### src/rtl/ltc2308_pkg.sv
// Shared types and constants for the LTC2308 ADC link responder.
package ltc2308_pkg;

  typedef enum logic [1:0] {
    IDLE    = 2'd0,
    CONVERT = 2'd1,
    SHIFT   = 2'd2
  } state_t;

  // Bit positions inside the 6-bit config word {S/D,O/S,S1,S0,UNI,SLP}
  localparam int CFG_SD  = 5;
  localparam int CFG_OS  = 4;
  localparam int CFG_S1  = 3;
  localparam int CFG_S0  = 2;
  localparam int CFG_UNI = 1;
  localparam int CFG_SLP = 0;

  // Single-ended, unipolar, channel 0
  localparam logic [5:0] CFG_RESET = 6'b100010;

  function automatic logic [2:0] ch_sel_of(input logic [5:0] cfg);
    return {cfg[CFG_S1], cfg[CFG_S0], cfg[CFG_OS]};
  endfunction

endpackage

### src/rtl/ltc2308_responder_sync_edge.sv
// Input synchronizer with registered one-cycle rise/fall pulses.
module sync_edge #(
  parameter int SYNC_STAGES = 2
) (
  input  logic CLOCK_50,
  input  logic RESET,
  input  logic din,
  output logic rise,
  output logic fall
);

  logic [SYNC_STAGES-1:0] sync_reg;
  logic                   prev_reg;
  logic                   rise_reg;
  logic                   fall_reg;
  logic                   level;

  assign level = sync_reg[SYNC_STAGES-1];

  always_ff @(posedge CLOCK_50 or posedge RESET) begin
    if (RESET) begin
      sync_reg <= '0;
      prev_reg <= 1'b0;
      rise_reg <= 1'b0;
      fall_reg <= 1'b0;
    end else begin
      sync_reg[0] <= din;
      for (int i = 1; i < SYNC_STAGES; i++) begin
        sync_reg[i] <= sync_reg[i-1];
      end
      prev_reg <= level;
      // Registering the pulse puts it SYNC_STAGES+1 cycles after the pin edge
      rise_reg <= level & ~prev_reg;
      fall_reg <= ~level & prev_reg;
    end
  end

  assign rise = rise_reg;
  assign fall = fall_reg;

endmodule

### src/rtl/ltc2308_responder.sv
// LTC2308 ADC emulator on the CLOCK_50 domain: sample out on SDO, config in on SDI.
// Optional `LTC2308_RESP_BIPOLAR_EN: send MSB-inverted sample when UNI=0.
module ltc2308_responder
  import ltc2308_pkg::*;
#(
  parameter int DATA_W      = 12,
  parameter int CFG_W       = 6,
  parameter int SYNC_STAGES = 2
) (
  input  logic              CLOCK_50,
  input  logic              RESET,
  input  logic              ADC_SCLK,
  input  logic              ADC_CONVST,
  input  logic              ADC_SDI,
  output logic              ADC_SDO,
  input  logic [DATA_W-1:0] SAMPLE,
  output logic [2:0]        CH_SEL,
  output logic [CFG_W-1:0]  CFG,
  output logic              CFG_VALID,
  output logic              ABORT
);

  localparam int CNT_W = $clog2(DATA_W + 1);
  localparam logic [CNT_W-1:0] CFG_CNT  = CNT_W'(CFG_W);
  localparam logic [CNT_W-1:0] LAST_CNT = CNT_W'(DATA_W - 1);
  localparam logic [CNT_W-1:0] DONE_CNT = CNT_W'(DATA_W);

  logic sclk_rise, sclk_fall;
  logic convst_rise, convst_fall;

  sync_edge #(.SYNC_STAGES(SYNC_STAGES)) u_sclk_edge (
    .CLOCK_50 (CLOCK_50),
    .RESET    (RESET),
    .din      (ADC_SCLK),
    .rise     (sclk_rise),
    .fall     (sclk_fall)
  );

  sync_edge #(.SYNC_STAGES(SYNC_STAGES)) u_convst_edge (
    .CLOCK_50 (CLOCK_50),
    .RESET    (RESET),
    .din      (ADC_CONVST),
    .rise     (convst_rise),
    .fall     (convst_fall)
  );

  // SDI has the same depth as SCLK so its level lines up with the rise pulse
  logic [SYNC_STAGES-1:0] sdi_sync_reg;
  logic                   sdi_level;

  always_ff @(posedge CLOCK_50 or posedge RESET) begin
    if (RESET) begin
      sdi_sync_reg <= '0;
    end else begin
      sdi_sync_reg[0] <= ADC_SDI;
      for (int i = 1; i < SYNC_STAGES; i++) begin
        sdi_sync_reg[i] <= sdi_sync_reg[i-1];
      end
    end
  end

  assign sdi_level = sdi_sync_reg[SYNC_STAGES-1];

  state_t            state_reg;
  logic [DATA_W-1:0] shift_reg;
  logic [CNT_W-1:0]  cnt_reg;
  logic [CFG_W-1:0]  cfg_shift_reg;
  logic [CFG_W-1:0]  cfg_reg;
  logic [CFG_W-1:0]  cfg_next;
  logic [2:0]        ch_sel_reg;
  logic              sdo_reg;
  logic              cfg_valid_reg;
  logic              abort_reg;
  logic [DATA_W-1:0] tx_word;

`ifdef LTC2308_RESP_BIPOLAR_EN
  assign tx_word = cfg_reg[CFG_UNI] ? SAMPLE
                                    : {~SAMPLE[DATA_W-1], SAMPLE[DATA_W-2:0]};
`else
  assign tx_word = SAMPLE;
`endif

  always_comb begin
    cfg_next = cfg_shift_reg;
    if (cnt_reg < CFG_CNT) begin
      cfg_next = {cfg_shift_reg[CFG_W-2:0], sdi_level};
    end
  end

  always_ff @(posedge CLOCK_50 or posedge RESET) begin
    if (RESET) begin
      state_reg     <= IDLE;
      shift_reg     <= '0;
      cnt_reg       <= '0;
      cfg_shift_reg <= '0;
      cfg_reg       <= CFG_RESET;
      ch_sel_reg    <= 3'd0;
      sdo_reg       <= 1'b0;
      cfg_valid_reg <= 1'b0;
      abort_reg     <= 1'b0;
    end else begin
      cfg_valid_reg <= 1'b0;
      abort_reg     <= 1'b0;
      // A CONVST rise always restarts the conversion, even over a coincident SCLK edge
      if (convst_rise) begin
        if (state_reg == SHIFT && cnt_reg < DONE_CNT) begin
          abort_reg <= 1'b1;
        end
        shift_reg     <= tx_word;
        ch_sel_reg    <= ch_sel_of(cfg_reg);
        sdo_reg       <= 1'b0;
        cnt_reg       <= '0;
        cfg_shift_reg <= '0;
        state_reg     <= CONVERT;
      end else begin
        case (state_reg)
          IDLE: ;
          CONVERT: begin
            if (convst_fall) begin
              sdo_reg       <= shift_reg[DATA_W-1];
              shift_reg     <= {shift_reg[DATA_W-2:0], 1'b0};
              cnt_reg       <= '0;
              cfg_shift_reg <= '0;
              state_reg     <= SHIFT;
            end
          end
          SHIFT: begin
            if (sclk_rise) begin
              cfg_shift_reg <= cfg_next;
              cnt_reg       <= cnt_reg + 1'b1;
              if (cnt_reg == LAST_CNT) begin
                cfg_reg       <= cfg_next;
                cfg_valid_reg <= 1'b1;
              end
            end else if (sclk_fall) begin
              if (cnt_reg == DONE_CNT) begin
                sdo_reg   <= 1'b0;
                state_reg <= IDLE;
              end else begin
                // Zero fill means SDO naturally reads 0 once every bit is out
                sdo_reg   <= shift_reg[DATA_W-1];
                shift_reg <= {shift_reg[DATA_W-2:0], 1'b0};
              end
            end
          end
          default: state_reg <= IDLE;
        endcase
      end
    end
  end

  assign ADC_SDO   = sdo_reg;
  assign CH_SEL    = ch_sel_reg;
  assign CFG       = cfg_reg;
  assign CFG_VALID = cfg_valid_reg;
  assign ABORT     = abort_reg;

endmodule

### config.mk
export PLATFORM = sky130hd
export DESIGN_NAME = ltc2308_responder
export DESIGN_NICKNAME = d
export VERILOG_FILES = /design/src/rtl/ltc2308_pkg.sv /design/src/rtl/ltc2308_responder_sync_edge.sv /design/src/rtl/ltc2308_responder.sv
export SDC_FILE = /design/constraint.sdc
export NUM_CORES = 1
export LEC_CHECK = 0
export CORE_MARGIN = 4
export CORE_UTILIZATION = 40
export DETAILED_ROUTE_END_ITERATION = 10
export PLACE_DENSITY = 0.62
export RECOVER_POWER = 50
export SLEW_MARGIN = 20
export SYNTH_ARGS = -nofsm -noshare
export SYNTH_HDL_FRONTEND = slang
export SYNTH_HIERARCHICAL = 1
export SYNTH_SLANG_ARGS = --single-unit
export TNS_END_PERCENT = 10
### constraint.sdc
create_clock -name CLOCK_50 -period 2 [get_ports CLOCK_50]
set_clock_uncertainty 0.2 [all_clocks]
set_input_delay 0.4 -clock CLOCK_50 [delete_from_list [all_inputs] [get_ports CLOCK_50]]
set_output_delay 0.4 -clock CLOCK_50 [all_outputs]
set_load 0.01 [all_outputs]
## After elaboration in Yosys (flattened, before gate mapping)

Index checks and enable logic that the tools add are counted.

- Add/subtract/negate cells: 1
- Muxes and demuxes: 33
- Eq/ne operators: 11
- Reductions and logical operators: 8
- Magnitude comparators: 2
- Bitwise logic cells: 9

Operators by type and width:

| cell | count |
|---|---|
| $mux 12 | 5 |
| $mux 6 | 4 |
| $pmux 12 s2 | 1 |
| $mux 4 | 3 |
| $ne 3x1->1 const B | 4 |
| $pmux 6 s2 | 1 |
| $mux 1 | 11 |
| $mux 2 | 5 |
| $reduce_and 5->1 | 2 |
| $eq 4x4->1 const B | 2 |
| $pmux 4 s2 | 1 |
| $reduce_and 4->1 | 2 |
| $ne 3x2->1 const B | 2 |
| $pmux 2 s3 | 1 |
| $not 1->1 | 5 |
| $add 4x1->4 const B | 1 |
| $and 1x1->1 | 4 |
| $lt 4x3->1 const B | 1 |
| $lt 4x4->1 const B | 1 |
| $reduce_and 3->1 | 1 |
| $reduce_bool 3->1 | 1 |
| $eq 2x1->1 const B | 1 |
| $eq 2x2->1 const B | 1 |
| $logic_not 2->1 | 1 |
| other kinds (3) | 3 |

- Input bits: 17
- Logic and storage cells: 82
- Bits in registers: 48
- Output and inout port bits: 12

## Depth between registers and ports, before layout

Gate-level depths: netlist of run 1.

- Word-level depth: 6
- Depth in mapped cells: 6
- Depth with buffers taken out: 5

## By module

Netlist of run 1, hierarchy kept.

Modules (own cells, without submodules):

| module | cells an instance | instances | area each (um^2) | seq. area each (um^2) |
|---|---|---|---|---|
| ltc2308_responder | 142 | 1 | 1,686.6 | 953.4 |
| sync_edge | 8 | 2 | 143.9 | 125.1 |

## Least setup slack after synthesis of run 1

OpenSTA, ideal clock, no wires.

- Path kind: register to register
- From: reg state_reg[0]
- To: reg shift_reg[11]
- Buffers on the path: 0
- Period minus slack after synthesis: 1,691 ps
- Setup time: 66 ps
- Data required time: 1,734 ps
- Cell stages (with the launch flop): 5
- Path slack: 309 ps
- Arrival: 1,425 ps
- Cell sequence: dfrtp_1 > nand2b_1 > o311ai_4 > a21boi_4 > o2bb2a_1

- Longest elaborated chain between the ends: 3
- Elaborated cells between the ends (all ways): 10
- Those cells by class: eq/ne (6); mux (2); reduce/logical (2)

RTL lines:

| item | RTL line | RTL |
|---|---|---|
| from (decl) | ltc2308_responder.sv:64 | `state_t state_reg;` |
| from (signal assigned) | ltc2308_responder.sv:92 | `state_reg <= IDLE;` |
| from (signal assigned) | ltc2308_responder.sv:114 | `state_reg <= CONVERT;` |
| from (signal assigned) | ltc2308_responder.sv:124 | `state_reg <= SHIFT;` |
| $eq 2x2->1 / $eq 2x1->1 (equally long branches) | ltc2308_responder.sv:116 | `case (state_reg)` |
| $ne 3x2->1 (no source line), or another cell as far along | -- |  |
| $reduce_and 5->1 (no source line) / $mux 12 (equally long branches) | -- |  |
| to (signal assigned) | ltc2308_responder.sv:109 | `shift_reg <= tx_word;` |
| to (signal assigned) | ltc2308_responder.sv:121 | `shift_reg <= {shift_reg[DATA_W-2:0], 1'b0};` |
| to (signal assigned) | ltc2308_responder.sv:142 | `shift_reg <= {shift_reg[DATA_W-2:0], 1'b0};` |
| to (decl) | ltc2308_responder.sv:65 | `logic [DATA_W-1:0] shift_reg;` |

Parallel ways exist; a longest one is shown, timed or not.
A chain may end at the register's enable or synchronous reset.

## Final worst setup path of run 1

- From: reg cfg_reg[5] (netlist: CFG[5])
- To: out CFG[5]

RTL lines:

| item | RTL line | RTL |
|---|---|---|
| from (decl) | ltc2308_responder.sv:68 | `logic [CFG_W-1:0] cfg_reg;` |
| from (signal assigned) | ltc2308_responder.sv:132 | `cfg_reg <= cfg_next;` |
| to (decl) | ltc2308_responder.sv:18 | `output logic [CFG_W-1:0] CFG,` |

No word-level cell between the ends.

==> results of run 1 <==
==> power by group through the flow <==
| stage | logic, mW | registers [mW] | clock network, mW |
|---|---|---|---|
| final | 0.257 | 1.12 | 0.573 |
| after global routing | 0.283 | 1.13 | 0.648 |
| after CTS | 0.265 | 1.11 | 0.602 |
| after detailed placement | 0.263 | 1.13 | 0 |
| after global placement | 0.253 | 1.13 | 0 |
| after floorplan | 0.174 | 1.12 | 0 |
==> timing repair <==
item,CTS,global route
hold buffers,0,0
setup buffers,0,0
setup endpoints to repair,0,9
gates resized for setup,0,4
hold endpoints to repair,0,0
==> metal layers <==
layer  wire, µm  global-route usage, %  vias to the layer above  share of wire, %
li1           -                      -                      649                 -
met1       1830                   17.4                      685                46
met2       1880                   21.7                       33                48
met3        168                   3.90                        9               4.2
met4         74                   5.94                        0               1.9
met5          0                      0                        -                 0
==> cell families after synthesis <==
logic type,after synthesis
fa+ha+maj,1
mux,10
flops,48
xor+xnor,1
simple gates,37
compound gates,47
buf+inv,14
==> worst max-delay path by stage <==
stage | start | to | slack [ns] | depth (start not counted)
global route | CFG[5]$_DFFE_PP1P_ | CFG[5] | 0.006 | 1
finish | CFG[5]$_DFFE_PP1P_ | CFG[5] | 0.04 | 1
floorplan | state_reg[0]$_DFFE_PP0P_ | shift_reg[11]$_DFFE_PP0P_ | 0.31 | 4
global placement | cnt_reg[1]$_DFFE_PP0P_ | shift_reg[11]$_DFFE_PP0P_ | 0.22 | 4
detailed placement | cnt_reg[0]$_DFFE_PP0P_ | shift_reg[8]$_DFFE_PP0P_ | 0.09 | 4
CTS | cnt_reg[0]$_DFFE_PP0P_ | shift_reg[8]$_DFFE_PP0P_ | 0.02 | 4
==> cell usage in the layout, fill, tap and decap left out, types with 5 or more instances in the layout <==
cell | Yosys | final
buf_4 | 1 | 5
clkdlybuf4s50_1 | 0 | 23
inv_1 | 8 | 8
a22o_1 | 6 | 6
nor2_1 | 10 | 9
o22ai_1 | 8 | 8
clkbuf_8 | 0 | 6
a21oi_1 | 8 | 8
dfrtp_1 | 46 | 46
a2bb2oi_1 | 8 | 8
mux2i_1 | 7 | 7
==> layout make-up <==
class	instances	area, µm²	share of cell area (%)
inverters	9	33.8	1.37
multi-input cells	96	721	29.3
clock buffers	8	90.1	3.67
flip-flops and latches	48	1200	49.0
repair buffers	34	325	13.2
well taps	67	83.8	3.41
==> Yosys cell counts <==
cell type	count
a2bb2oi_1	8
a21boi_4	1
inv_1	8
nand3b_1	2
nand3_1	3
xor2_1	1
nand2b_1	4
buf_1	1
o22ai_1	8
and2b_2	2
or3_1	1
dfrtp_1	46
o21ai_0	4
a21oi_1	8
a211oi_1	1
and4b_1	1
o311ai_4	1
ha_1	1
o2bb2a_1	1
mux2i_1	7
clkbuf_2	1
o31ai_1	3
or4_1	2
clkbuf_1	1
clkinv_1	1
o21ai_1	2
a21oi_2	1
nor2_1	10
a41o_1	1
nor3_1	2
a22o_1	6
a41oi_1	1
buf_2	1
or2_2	1
nor2b_1	3
o221ai_1	1
nand4bb_1	2
dfstp_2	2
buf_4	1
nor3b_2	1
mux2_2	3
nand2_1	3
==> through the flow <==
| stage | cell area, µm² | std cells |
|---|---|---|
| 2_1_floorplan | 1970 | 158 |
| 3_3_place_gp | 2370 | 254 |
| 3_5_place_dp | 2370 | 254 |
| 4_1_cts | 2460 | 262 |
| 5_1_grt | 2460 | 262 |
| 6_report | 2460 | 262 |
==> run metrics, run 1 <==
final core occ 51.7%; status completed; max reg flops 12; slowest cell on the critical path dfstp_2; GRT Util Overall 13.6%; Routed WL 3950 µm; FMAX 0.511 GHz; fin nets 212; Yosys warning count 6; combinational power share 13.2%; top cell type's share of synthesized area 58.3%; Crit path buffers/inverters 1; initial antenna violation count 0; Pleak 1.10 nW; mux cell area share after synthesis 5.26%; count of maximum capacitance violations 0; CTS H-tree depth 2; clock share of power 29.4%; sequential share of the synthesized area 61.0%; DR vias 1376; beginning of the worst hold path sdi_sync_reg[0]$_DFF_PP0_; Fillers 417; worst min-delay path category reg -> reg; Reg2Reg Launch Point cnt_reg[0]$_DFFE_PP0P_; worst path arrival time 1.36 ns; Chip Height 78.3 µm; Mean Syn Cell Area 12.5 µm²; Max clock buf depth 2; Tot Pwr 1.95 mW; Yosys reg bits 48; initial core utilization 41.5%; period utilization 97.8%; critical path class reg -> out; r2r setup slk 0.16 ns; Pint 1.48 mW; row cnt 25; detail-routed via count per cell 5.25; vias in the first global route 1386; final critical-path setup slack 0.0445 ns; hold path cells 0; crit-path max FO 2; reg2reg path depth 4; largest net degree at the start of global routing 39; combinational family with the most area after synthesis compound AO/OA/AOI/OAI gates; pre-CTS WS 0.0909 ns; Rel. slew slack 37.2%; port bufs 28; slowest cell delay on critical path 0.54 ns; clk_lat worst skew 0.29 ns; Pre-antenna DRT Iters 4; Inserted Diodes 0; hold-critical path endpoint sdi_sync_reg[1]$_DFF_PP0_; Mapped Area 1970 µm²; # setup viols final 0; core outline area 4750 µm²; CTS clock-pin slew for the worst setup and hold paths 0.08 ns; Die Width 78.3 µm; Routed Antenna Nets 0; Sw Share 23.9%; clk sinks 48; Mapped Cells 158; Synth Area in Simple Gates 11.3%; Ports 29; full die area 6120 µm²; RR Endpoint shift_reg[10]$_DFFE_PP0P_; drt drc 0; Distinct cells, synth 42; maximum vdd ir drop 0.435 mV; Synth area leaders dfrtp_1 (58%), a2bb2oi_1 (3.5%), mux2i_1 (3.5%), dfstp_2 (2.7%), a22o_1 (2.7%); CP top delay family flip-flops; hpwl dp 2780 µm; Synth Area in XOR/XNOR 0.444%; WHS 0.152 ns; first-pass GRT wire length 6560 µm; Fin. Hold Viols 0; TritonCTS clock tree yes; Num CTS Buffers 5; worst slew pin tran 0.941 ns; global route total overflow 0; Sum Neg Setup Slack 0 ns; Max Slew Vio Count 0; Reg power frac 57.3%; cell taking the most area after synthesis dfrtp_1; area delta synth->final 24.5%; placer's final routability congestion estimate 0.841; CP cell instances clkdlybuf4s50_1; ratio of cells with drive above 1 in the final layout 13.8%; net switching power 0.464 mW; initial drt markers 76; Tmin final 1.96 ns; Post-Syn Nets 176; post-DR wirelength/cell 15.1 µm; WP data required 1.40 ns; adder-cell share of the synthesized area 0.634%; Pwr per Cell Area 792 nW/µm²; RSZ-0062 raised after global routing no; Synth Area in Compound Gates 18.4%; CP Launch Type flop; root buffer cell clkbuf_8; Setup crit end kind primary output
Note: power is estimated with default switching activity, not from simulation.
==> inputs of run 2 (changes only) <==
Settings changed: CORE_MARGIN 4 to 2, PLACE_DENSITY 0.62 to default.
==> run 2 against run 1 <==
  * Sequential cell count unchanged
  * Cell area up 0.56%
  * Global-route usage up 1.8 points
==> run metrics, run 2 (same netlist as run 1, synthesis figures left out) <==
Chip Height 74.3 µm (was 78.3 µm); status completed (unchanged); Rel. slew slack 38.6% (was 37.2%); top sig layer met4 (unchanged); worst path arrival time 1.89 ns (was 1.36 ns); Pint 1.48 mW (about the same); post-DR wirelength/cell 14.4 µm (was 15.1 µm); net switching power 0.478 mW (was 0.464 mW); Num CTS Buffers 5 (unchanged); core outline area 4750 µm² (unchanged); TritonCTS clock tree yes (unchanged); RSZ-0062 raised after global routing no (unchanged); vias in the first global route 1449 (was 1386); Tot Pwr 1.95 mW (about the same); placed cell count 256 (was 254); RR Endpoint shift_reg[7]$_DFFE_PP0P_ (was shift_reg[10]$_DFFE_PP0P_); # setup viols final 0 (unchanged); Inserted Diodes 0 (unchanged); Routed Antenna Nets 0 (unchanged); Fillers 439 (was 417); Crit path buffers/inverters 0 (was 1); Max Slew Vio Count 0 (unchanged); full die area 5510 µm² (was 6120 µm²); combinational power share 13.4% (was 13.2%); WL met1 1730 µm (was 1830 µm); clk_lat worst skew 0.29 ns (about the same); Ports 29 (unchanged); root buffer cell clkbuf_8 (unchanged); CP Launch Type flop (unchanged); CTS clock-pin slew for the worst setup and hold paths 0.09 ns (was 0.08 ns); initial antenna violation count 0 (unchanged); initial core utilization 41.5% (unchanged); fin nets 214 (was 212); placer's final routability congestion estimate 0.816 (was 0.841); GRT Util Overall 15.4% (was 13.6%); Reg power frac 57.0% (was 57.3%); design area 2470 µm² (was 2460 µm²); largest net degree at the start of global routing 39 (unchanged); Sum Neg Setup Slack 0 ns (unchanged); commonest non-fill, non-tap cell in the layout dfrtp_1 (unchanged); maximum vdd ir drop 0.430 mV (was 0.435 mV); register area 1200 µm² (unchanged); Reg2Reg Launch Point state_reg[0]$_DFFE_PP0P_ (was cnt_reg[0]$_DFFE_PP0P_); crit-path max FO 10 (was 2); area delta synth->final 25.2% (was 24.5%); Placed Area 2390 µm² (was 2370 µm²); detail-routed via count per cell 5.27 (was 5.25); count of maximum capacitance violations 0 (unchanged); hold-critical path endpoint sdi_sync_reg[1]$_DFF_PP0_ (unchanged); DR vias 1392 (was 1376); FMAX 0.532 GHz (was 0.511 GHz); Non-Filler Instances 264 (was 262); clock share of power 29.6% (was 29.4%); hpwl dp 2690 µm (was 2780 µm); met2 wire length 1810 µm (was 1880 µm); Sw Share 24.4% (was 23.9%); WHS 0.157 ns (was 0.152 ns); row cnt 25 (unchanged); critical path class reg -> reg (was reg -> out); CP top delay family compound AO/OA/AOI/OAI gates (was flip-flops); slowest cell delay on critical path 0.42 ns (was 0.54 ns); worst slew pin tran 0.922 ns (was 0.941 ns); Pre-antenna DRT Iters 4 (unchanged); drt drc 0 (unchanged); port bufs 28 (unchanged); DR WL met3 192 µm (was 168 µm); global route total overflow 0 (unchanged); reg2reg path depth 4 (unchanged); first-pass GRT wire length 6510 µm (was 6560 µm); Pwr per Cell Area 791 nW/µm² (was 792 nW/µm²); pre-CTS WS 0.154 ns (was 0.0909 ns); WP data required 2.01 ns (was 1.40 ns); Setup crit end kind flop (was primary output); period utilization 94.0% (was 97.8%); Routed WL 3810 µm (was 3950 µm); r2r setup slk 0.12 ns (was 0.16 ns); CP cell instances nand2b_1 -> o311ai_4 -> a21boi_4 -> a2bb2oi_1 (was clkdlybuf4s50_1); max reg flops 12 (unchanged); initial drt markers 93 (was 76); beginning of the worst hold path sdi_sync_reg[0]$_DFF_PP0_ (unchanged); Tmin final 1.88 ns (was 1.96 ns); worst min-delay path category reg -> reg (unchanged); final critical-path setup slack 0.119 ns (was 0.0445 ns); hold path cells 0 (unchanged); Die Width 74.3 µm (was 78.3 µm); CTS H-tree depth 2 (unchanged); Critical Path Stages 4 (was 1); ratio of cells with drive above 1 in the final layout 14.7% (was 13.8%); Multi-input gate area 714 µm² (was 721 µm²); Fin. Hold Viols 0 (unchanged); Pleak 1.13 nW (was 1.10 nW); most frequent cells in the layout dfrtp_1 (46), clkdlybuf4s50_1 (22), nor2_1 (9) (was dfrtp_1 (46), clkdlybuf4s50_1 (23), nor2_1 (9)); slowest cell on the critical path dfrtp_1 (was dfstp_2); clk sinks 48 (unchanged); final core occ 52.0% (was 51.7%); postcts setup bufs 0 (unchanged); Max clock buf depth 2 (unchanged)
## run 2: changes by cell type in the layout (fill, tap and decap cells not counted), sizes merged
cell / previous run / this run
clkbuf: 9 / 7
clkdlybuf4s50: 23 / 22
buf: 5 / 7
dlymetal6s2s: 1 / 2
clkinv: 1 / 3
## run 2: area by class of cell
class	instances	share of cell area, %
flip-flops and latches	48	48.7
multi-input cells	96	28.9
well taps	67	3.39
clock buffers	6	3.34
inverters	9	1.37
repair buffers	36	13.9
clock inverters	2	0.405
## run 2: worst register-to-register path, cell delays in order, from the launching register on
cell and delay (ns):
dfrtp_1 0.42, nand2b_1 0.29, o311ai_4 0.29, a21boi_4 0.37, a2bb2oi_1 0.23
## run 2: what timing repair did
item                       in CTS  in global routing
setup endpoints to repair       0                  3
gates resized for setup         0                  3
hold buffers                    0                  0
## run 2: power groups by stage
stage / Sequential [mW] / Clock, mW / Combinational [mW]
after global routing: 1.12 / 0.640 / 0.289
final: 1.11 / 0.579 / 0.261
after global placement: 1.13 / 0 / 0.257
after CTS: 1.11 / 0.600 / 0.270
after floorplan: 1.12 / 0 / 0.174
after detailed placement: 1.13 / 0 / 0.268
## run 2: worst max path at each step
| stage | slack (ns) | endpoint | start |
|---|---|---|---|
| 5_1_grt | 0.006 | shift_reg[7]$_DFFE_PP0P_ | state_reg[0]$_DFFE_PP0P_ |
| 2_1_floorplan | 0.31 | shift_reg[11]$_DFFE_PP0P_ | state_reg[0]$_DFFE_PP0P_ |
| 3_3_place_gp | 0.23 | shift_reg[11]$_DFFE_PP0P_ | cnt_reg[1]$_DFFE_PP0P_ |
| 3_5_place_dp | 0.15 | shift_reg[7]$_DFFE_PP0P_ | state_reg[0]$_DFFE_PP0P_ |
| 4_1_cts | 0.01 | CFG[5] | CFG[5]$_DFFE_PP1P_ |
| 6_report | 0.12 | shift_reg[7]$_DFFE_PP0P_ | state_reg[0]$_DFFE_PP0P_ |
## run 2: per-layer routing
layer	GRT usage [%]	up-vias
met1	19.4	696
met3	4.61	8
li1	-	651
met5	0	-
met4	6.94	0
met2	24.8	37
==> inputs of run 3 (changes only) <==
Settings changed: PLACE_DENSITY from default to 0.63.
==> run 3 against run 2 <==
  * Combinational power hardly changed
  * Clock-buffer cell count rose by 1
  * Worst hold slack got worse by 0.0051 ns
  * Maximum frequency decreased by 1.0%
  * Sequential share of layout area shrank 0.51 points
  * Non-clock buffer count shrank 1
  * Worst setup slack worse by 0.019 ns
  * Sequential cell count is the same
  * Clock power grew 29%
  * Highest routed layer unchanged
  * Largest power group unchanged
  * Register-to-register slack worse by 0.02 ns
==> run metrics, run 3 (same netlist as run 1, synthesis figures left out) <==
status completed (unchanged); clk sinks 48 (unchanged); reg2reg path depth 4 (unchanged); r2r setup slk 0.10 ns (was 0.12 ns); initial drt markers 96 (was 93); Max clock buf depth 2 (unchanged); RR Endpoint shift_reg[7]$_DFFE_PP0P_ (unchanged); CTS H-tree depth 2 (unchanged); Rel. slew slack 37.6% (was 38.6%); maximum vdd ir drop 0.385 mV (was 0.430 mV); Routed Antenna Nets 0 (unchanged); largest net degree at the start of global routing 39 (unchanged); FMAX 0.526 GHz (was 0.532 GHz); RSZ-0062 raised after global routing yes (was no); Sw Share 22.6% (was 24.4%); Chip Height 74.3 µm (unchanged); global route total overflow 0 (unchanged); placer's final routability congestion estimate 0.810 (was 0.816); core outline area 4750 µm² (unchanged); CP Launch Type flop (unchanged); WP data required 2.01 ns (about the same); design area 2500 µm² (was 2470 µm²); clk_lat worst skew 0.30 ns (was 0.29 ns); crit-path max FO 7 (was 10); clock share of power 35.2% (was 29.6%); CP cell instances nand4bb_1 -> o21ai_1 -> o22ai_1 -> a2bb2oi_1 (was nand2b_1 -> o311ai_4 -> a21boi_4 -> a2bb2oi_1); Reg power frac 52.7% (was 57.0%); CTS clock-pin slew for the worst setup and hold paths 0.08 ns (was 0.09 ns); # setup viols final 0 (unchanged); Fin. Hold Viols 0 (unchanged); most frequent cells in the layout dfrtp_1 (46), clkdlybuf4s50_1 (22), nor2_1 (10) (was dfrtp_1 (46), clkdlybuf4s50_1 (22), nor2_1 (9)); ratio of cells with drive above 1 in the final layout 14.3% (was 14.7%); drt drc 0 (unchanged); slowest cell on the critical path o21ai_1 (was dfrtp_1); critical path class reg -> reg (unchanged); # resized after CTS 0 (unchanged); commonest non-fill, non-tap cell in the layout dfrtp_1 (unchanged); hold-critical path endpoint sdi_sync_reg[1]$_DFF_PP0_ (unchanged); Pint 1.64 mW (was 1.48 mW); postcts setup bufs 0 (unchanged); vias in the first global route 1380 (was 1449); routing usage on met3 4.07% (was 4.61%); initial core utilization 41.5% (unchanged); Reg2Reg Launch Point cnt_reg[1]$_DFFE_PP0P_ (was state_reg[0]$_DFFE_PP0P_); worst slew pin tran 0.937 ns (was 0.922 ns); detail-routed via count per cell 5.15 (was 5.27); Inserted Diodes 0 (unchanged); Die Width 74.3 µm (unchanged); period utilization 95.0% (was 94.0%); grt met2 use 24.4% (was 24.8%); first-pass GRT wire length 6440 µm (was 6510 µm); Hold Buf Count CTS 0 (unchanged); root buffer cell clkbuf_8 (unchanged); Tmin final 1.90 ns (was 1.88 ns); final core occ 52.5% (was 52.0%); GRT Util Overall 15.4% (about the same); port bufs 28 (unchanged); Ports 29 (unchanged); post-DR wirelength/cell 14.6 µm (was 14.4 µm); Routed WL 3830 µm (was 3810 µm); initial antenna violation count 0 (unchanged); Max Slew Vio Count 0 (unchanged); full die area 5510 µm² (unchanged); Setup crit end kind flop (unchanged); net switching power 0.479 mW (was 0.478 mW); Pleak 1.14 nW (was 1.13 nW); Pre-antenna DRT Iters 4 (unchanged); worst path arrival time 1.91 ns (was 1.89 ns); DR vias 1354 (was 1392); Non-Filler Instances 263 (was 264); fin nets 213 (was 214); Fillers 431 (was 439); met1 Resource Use GR 20.4% (was 19.4%); global routing's busiest layer met2 (unchanged); max reg flops 12 (unchanged); hold path cells 0 (unchanged); row cnt 25 (unchanged); slowest cell delay on critical path 0.47 ns (was 0.42 ns); count of maximum capacitance violations 0 (unchanged); Pwr per Cell Area 849 nW/µm² (was 791 nW/µm²); placed cell count 255 (was 256); Num CTS Buffers 5 (unchanged); worst min-delay path category reg -> reg (unchanged); Placed Area 2380 µm² (was 2390 µm²); beginning of the worst hold path sdi_sync_reg[0]$_DFF_PP0_ (unchanged); TritonCTS clock tree yes (unchanged); area delta synth->final 26.5% (was 25.2%); hpwl dp 2610 µm (was 2690 µm); combinational power share 12.2% (was 13.4%)
[run 3: changes by cell type in the layout (fill, tap and decap cells not counted), sizes merged]
cell    previous run  this run
buf                7         6
clkbuf             7         8
bufinv             0         1
clkinv             3         1
[run 3: critical path, delay by kind of cell, from the launching register on]
family             cells  cell delay (ns)
AOI/OAI and AO/OA      3             0.86
and+or+nand+nor        1             0.31
DFF                    1             0.44
[run 3: cell type report]
| cell class | count | area, µm² | area share (%) |
|---|---|---|---|
| inverter | 9 | 33.8 | 1.35 |
| clock buffer | 7 | 96.3 | 3.86 |
| sequential | 48 | 1200 | 48.2 |
| tap | 67 | 83.8 | 3.36 |
| timing repair buffer | 35 | 335 | 13.4 |
| multi-input combinational | 96 | 714 | 28.6 |
| clock inverter | 1 | 30.0 | 1.20 |
[run 3: layer usage]
layer,routed length [µm],vias up
met5,0,-
met4,64,0
met3,188,7
met2,1810,39
met1,1770,656
li1,-,652
[run 3: power by group through the flow]
stage,Combinational (mW),Sequential [mW],Clock [mW]
floorplan,0.174,1.12,0
global placement,0.253,1.13,0
detailed placement,0.262,1.14,0
CTS,0.266,1.12,0.767
global route,0.287,1.13,0.816
finish,0.258,1.12,0.746
[run 3: how the worst max path moves through the flow]
stage / from / end / slack, ns / cells past startpoint
after global routing: cnt_reg[0]$_DFFE_PP0P_ / shift_reg[7]$_DFFE_PP0P_ / -0.03 / 4
final: cnt_reg[1]$_DFFE_PP0P_ / shift_reg[7]$_DFFE_PP0P_ / 0.10 / 4
after global placement: cnt_reg[1]$_DFFE_PP0P_ / shift_reg[11]$_DFFE_PP0P_ / 0.23 / 4
after detailed placement: cnt_reg[1]$_DFFE_PP0P_ / shift_reg[11]$_DFFE_PP0P_ / 0.15 / 4
after floorplan: state_reg[0]$_DFFE_PP0P_ / shift_reg[11]$_DFFE_PP0P_ / 0.31 / 4
after CTS: CFG[5]$_DFFE_PP1P_ / CFG[5] / 0.02 / 1
[run 3: through the flow]
step           power [mW]  TNS (ns)  setup slack (ns)  hold WS, ns
6_report             2.12         0             0.100        0.152
5_1_grt              2.23   -0.0498           -0.0343        0.160
4_1_cts              2.15         0            0.0223        0.144
3_5_place_dp         1.40         0             0.150        0.135
3_3_place_gp         1.38         0             0.227        0.133
2_1_floorplan        1.29         0             0.309      -0.0215
==> RTL change, RTL diff (config.mk and constraints of run 3) <==
The option `LTC2308_RESP_BIPOLAR_EN` is turned on by a define.
--- a/src/rtl/ltc2308_responder.sv
+++ b/src/rtl/ltc2308_responder.sv
@@ -1,4 +1,6 @@
 // LTC2308 ADC emulator on the CLOCK_50 domain: sample out on SDO, config in on SDI.
 // Optional `LTC2308_RESP_BIPOLAR_EN: send MSB-inverted sample when UNI=0.
+`define LTC2308_RESP_BIPOLAR_EN
+
 module ltc2308_responder
   import ltc2308_pkg::*;
Formal check against the unedited RTL: same outputs for any inputs over 10 cycles, from zero or initial values and one cycle with RESET high; that may be too few to reach the edited logic, so the function may still have changed.
==> RTL change against run 3 <==
Sequential cell count unchanged; power down 7.9%; clock power down 24%; critical path type is now flip-flop to output pin; sequential power about the same; area after synthesis up 3.2%; final area up 0.90%; worst setup slack better by 0.070 ns; routed wire length down 3.8%.
==> RTL change: results (changes against run 3) <==
worst_setup_path:
  cpMaxStageDelayCell: "clkdlybuf4s50_1"
  slowest_delay_ns: 0.54  # +0.07 ns
  arrival_ns: 1.23  # -0.68 ns
  critPathMaxFanout: 3  # -4
  ff2ff_path_depth: 4  # unchanged
  startpoint: "CFG[4]"
  path_delay_family: "buffers and inverters"
  r2r_setup_slack_ns: 0.20  # +0.10 ns
  r2r-start: "state_reg[0]"
logic_synthesis:
  syn_avg_cell_area_sq_um: 12.9  # +3.2%
  seq_area_frac_synth: 0.591  # -0.0187
  synth-compound-area-share: 0.194  # +0.00969
  synth.distinct_cells: 39  # -7.1%
  synth_mux_area_frac: 0.0461  # -0.00653
  synth_fa_ha_area_frac: 0.00614  # -0.000195
  synth-xor-area-share: 0.00860  # +0.00416
  synth_area_leaders: "dfrtp_1 57%, o22a_1 7.7%, mux2i_1 2.9%, dfstp_2 2.6%, a22o_1 2.6%"
  synth_common_cells: "46 x dfrtp_1, 18 x o22a_1, 8 x a21oi_1"
detailed_routing:
  routedWlPerCell_um: 14.1  # -3.4%
  num_vias: 1363  # +0.66%
  drtIter0Drc: 112  # +17%
pwr:
  p_leak_nw: 1.13  # -0.79%
  p_switching_w: 0.000492  # +2.6%
  ir_drop_v: 0.000337  # -13%
global_routing:
  grt_pass1_wl_um: 6780  # +5.2%
  grt_usage: 0.157  # +0.00271
  grt_pass1_vias: 1481  # +7.3%
placed_design:
  dpl.cell_count: 254  # -0.39%
  gp_congestion: 0.774  # -4.3%
  hpwlAfterDp_um: 2640  # +0.98%
clocking:
  ctsResizeCount: 2  # +2
  cts_setup_buffers: 0  # unchanged
  clkSlewWorstSetupHoldPaths_ns: 0.09
worst_hold_path:
  hold_depth: 0  # unchanged
  min_from: "sdi_sync_reg[0]"
final_layout:
  fin_cells: 262  # -0.38%
  fill_cells: 429  # -0.46%
  drive_gt1_frac: 0.159  # +0.0161
  fin_nets: 212  # -0.47%
run_status:
  outcome: "finished, final reports clean"
job:
  cap_violations: 0  # unchanged
sta:
  whs_ns: 0.154  # +0.00262 ns
  max_slew_margin: 0.367  # -0.00895
## RTL change: final timing paths
check | endpoint
worst max-delay path | CFG[4]
worst min-delay path | sdi_sync_reg[1]
worst max register to register | shift_reg[2]
worst min register to register | sdi_sync_reg[1]
max in group asynchronous | cnt_reg[1]
min in group asynchronous | u_convst_edge/rise
## RTL change: worst reg2reg max path, stage by stage (launching register included)
cell	delay, ns
dfrtp_1	0.45
nand2b_4	0.20
nor4_4	0.37
a21oi_2	0.23
o22a_1	0.25
## RTL change: logic make-up (layout without fill, tap and decap cells)
| kind of cell | after synthesis | after routing |
|---|---|---|
| muxes | 9 | 9 |
| buffers and inverters | 13 | 50 |
| adders and majority gates | 1 | 1 |
| and+or+nand+nor | 37 | 37 |
| DFF | 48 | 48 |
| xor gates and xnor gates | 2 | 2 |
| AOI/OAI and AO/OA | 48 | 48 |
## RTL change: per-layer routing
metal	up-vias	GRT usage	wire length [um]
li1	651	-	-
met1	678	0.216	1730
met2	28	0.245	1750
met3	6	0.0397	149
met4	0	0.0526	51
met5	-	0	0
## RTL change: final cells by class
type | instances | share of cell area
flip-flops and latches | 48 | 0.478
well taps | 67 | 0.0333
clock buffers | 6 | 0.0288
clock inverters | 2 | 0.00645
inverters | 6 | 0.00894
multi-input cells | 97 | 0.310
repair buffers | 36 | 0.135
## RTL change: power by group through the flow
stage	Clock [W]	Sequential, W	Combinational (W)
after floorplan	0	0.00112	0.000189
after global placement	0	0.00113	0.000266
after detailed placement	0	0.00114	0.000276
after CTS	0.000595	0.00112	0.000278
after global routing	0.000644	0.00113	0.000300
final	0.000568	0.00112	0.000268
## RTL change: stage by stage
step	util	setup TNS, ns	setup WS [ns]	cell area (sq um)
2_1_floorplan	-	0	0.278	2040
3_3_place_gp	0.507	0	0.0549	2440
3_5_place_dp	0.507	-0.133	-0.0418	2440
4_1_cts	0.526	0	0.0176	2530
5_1_grt	0.523	0	0.0853	2520
6_report	0.523	0	0.170	2520
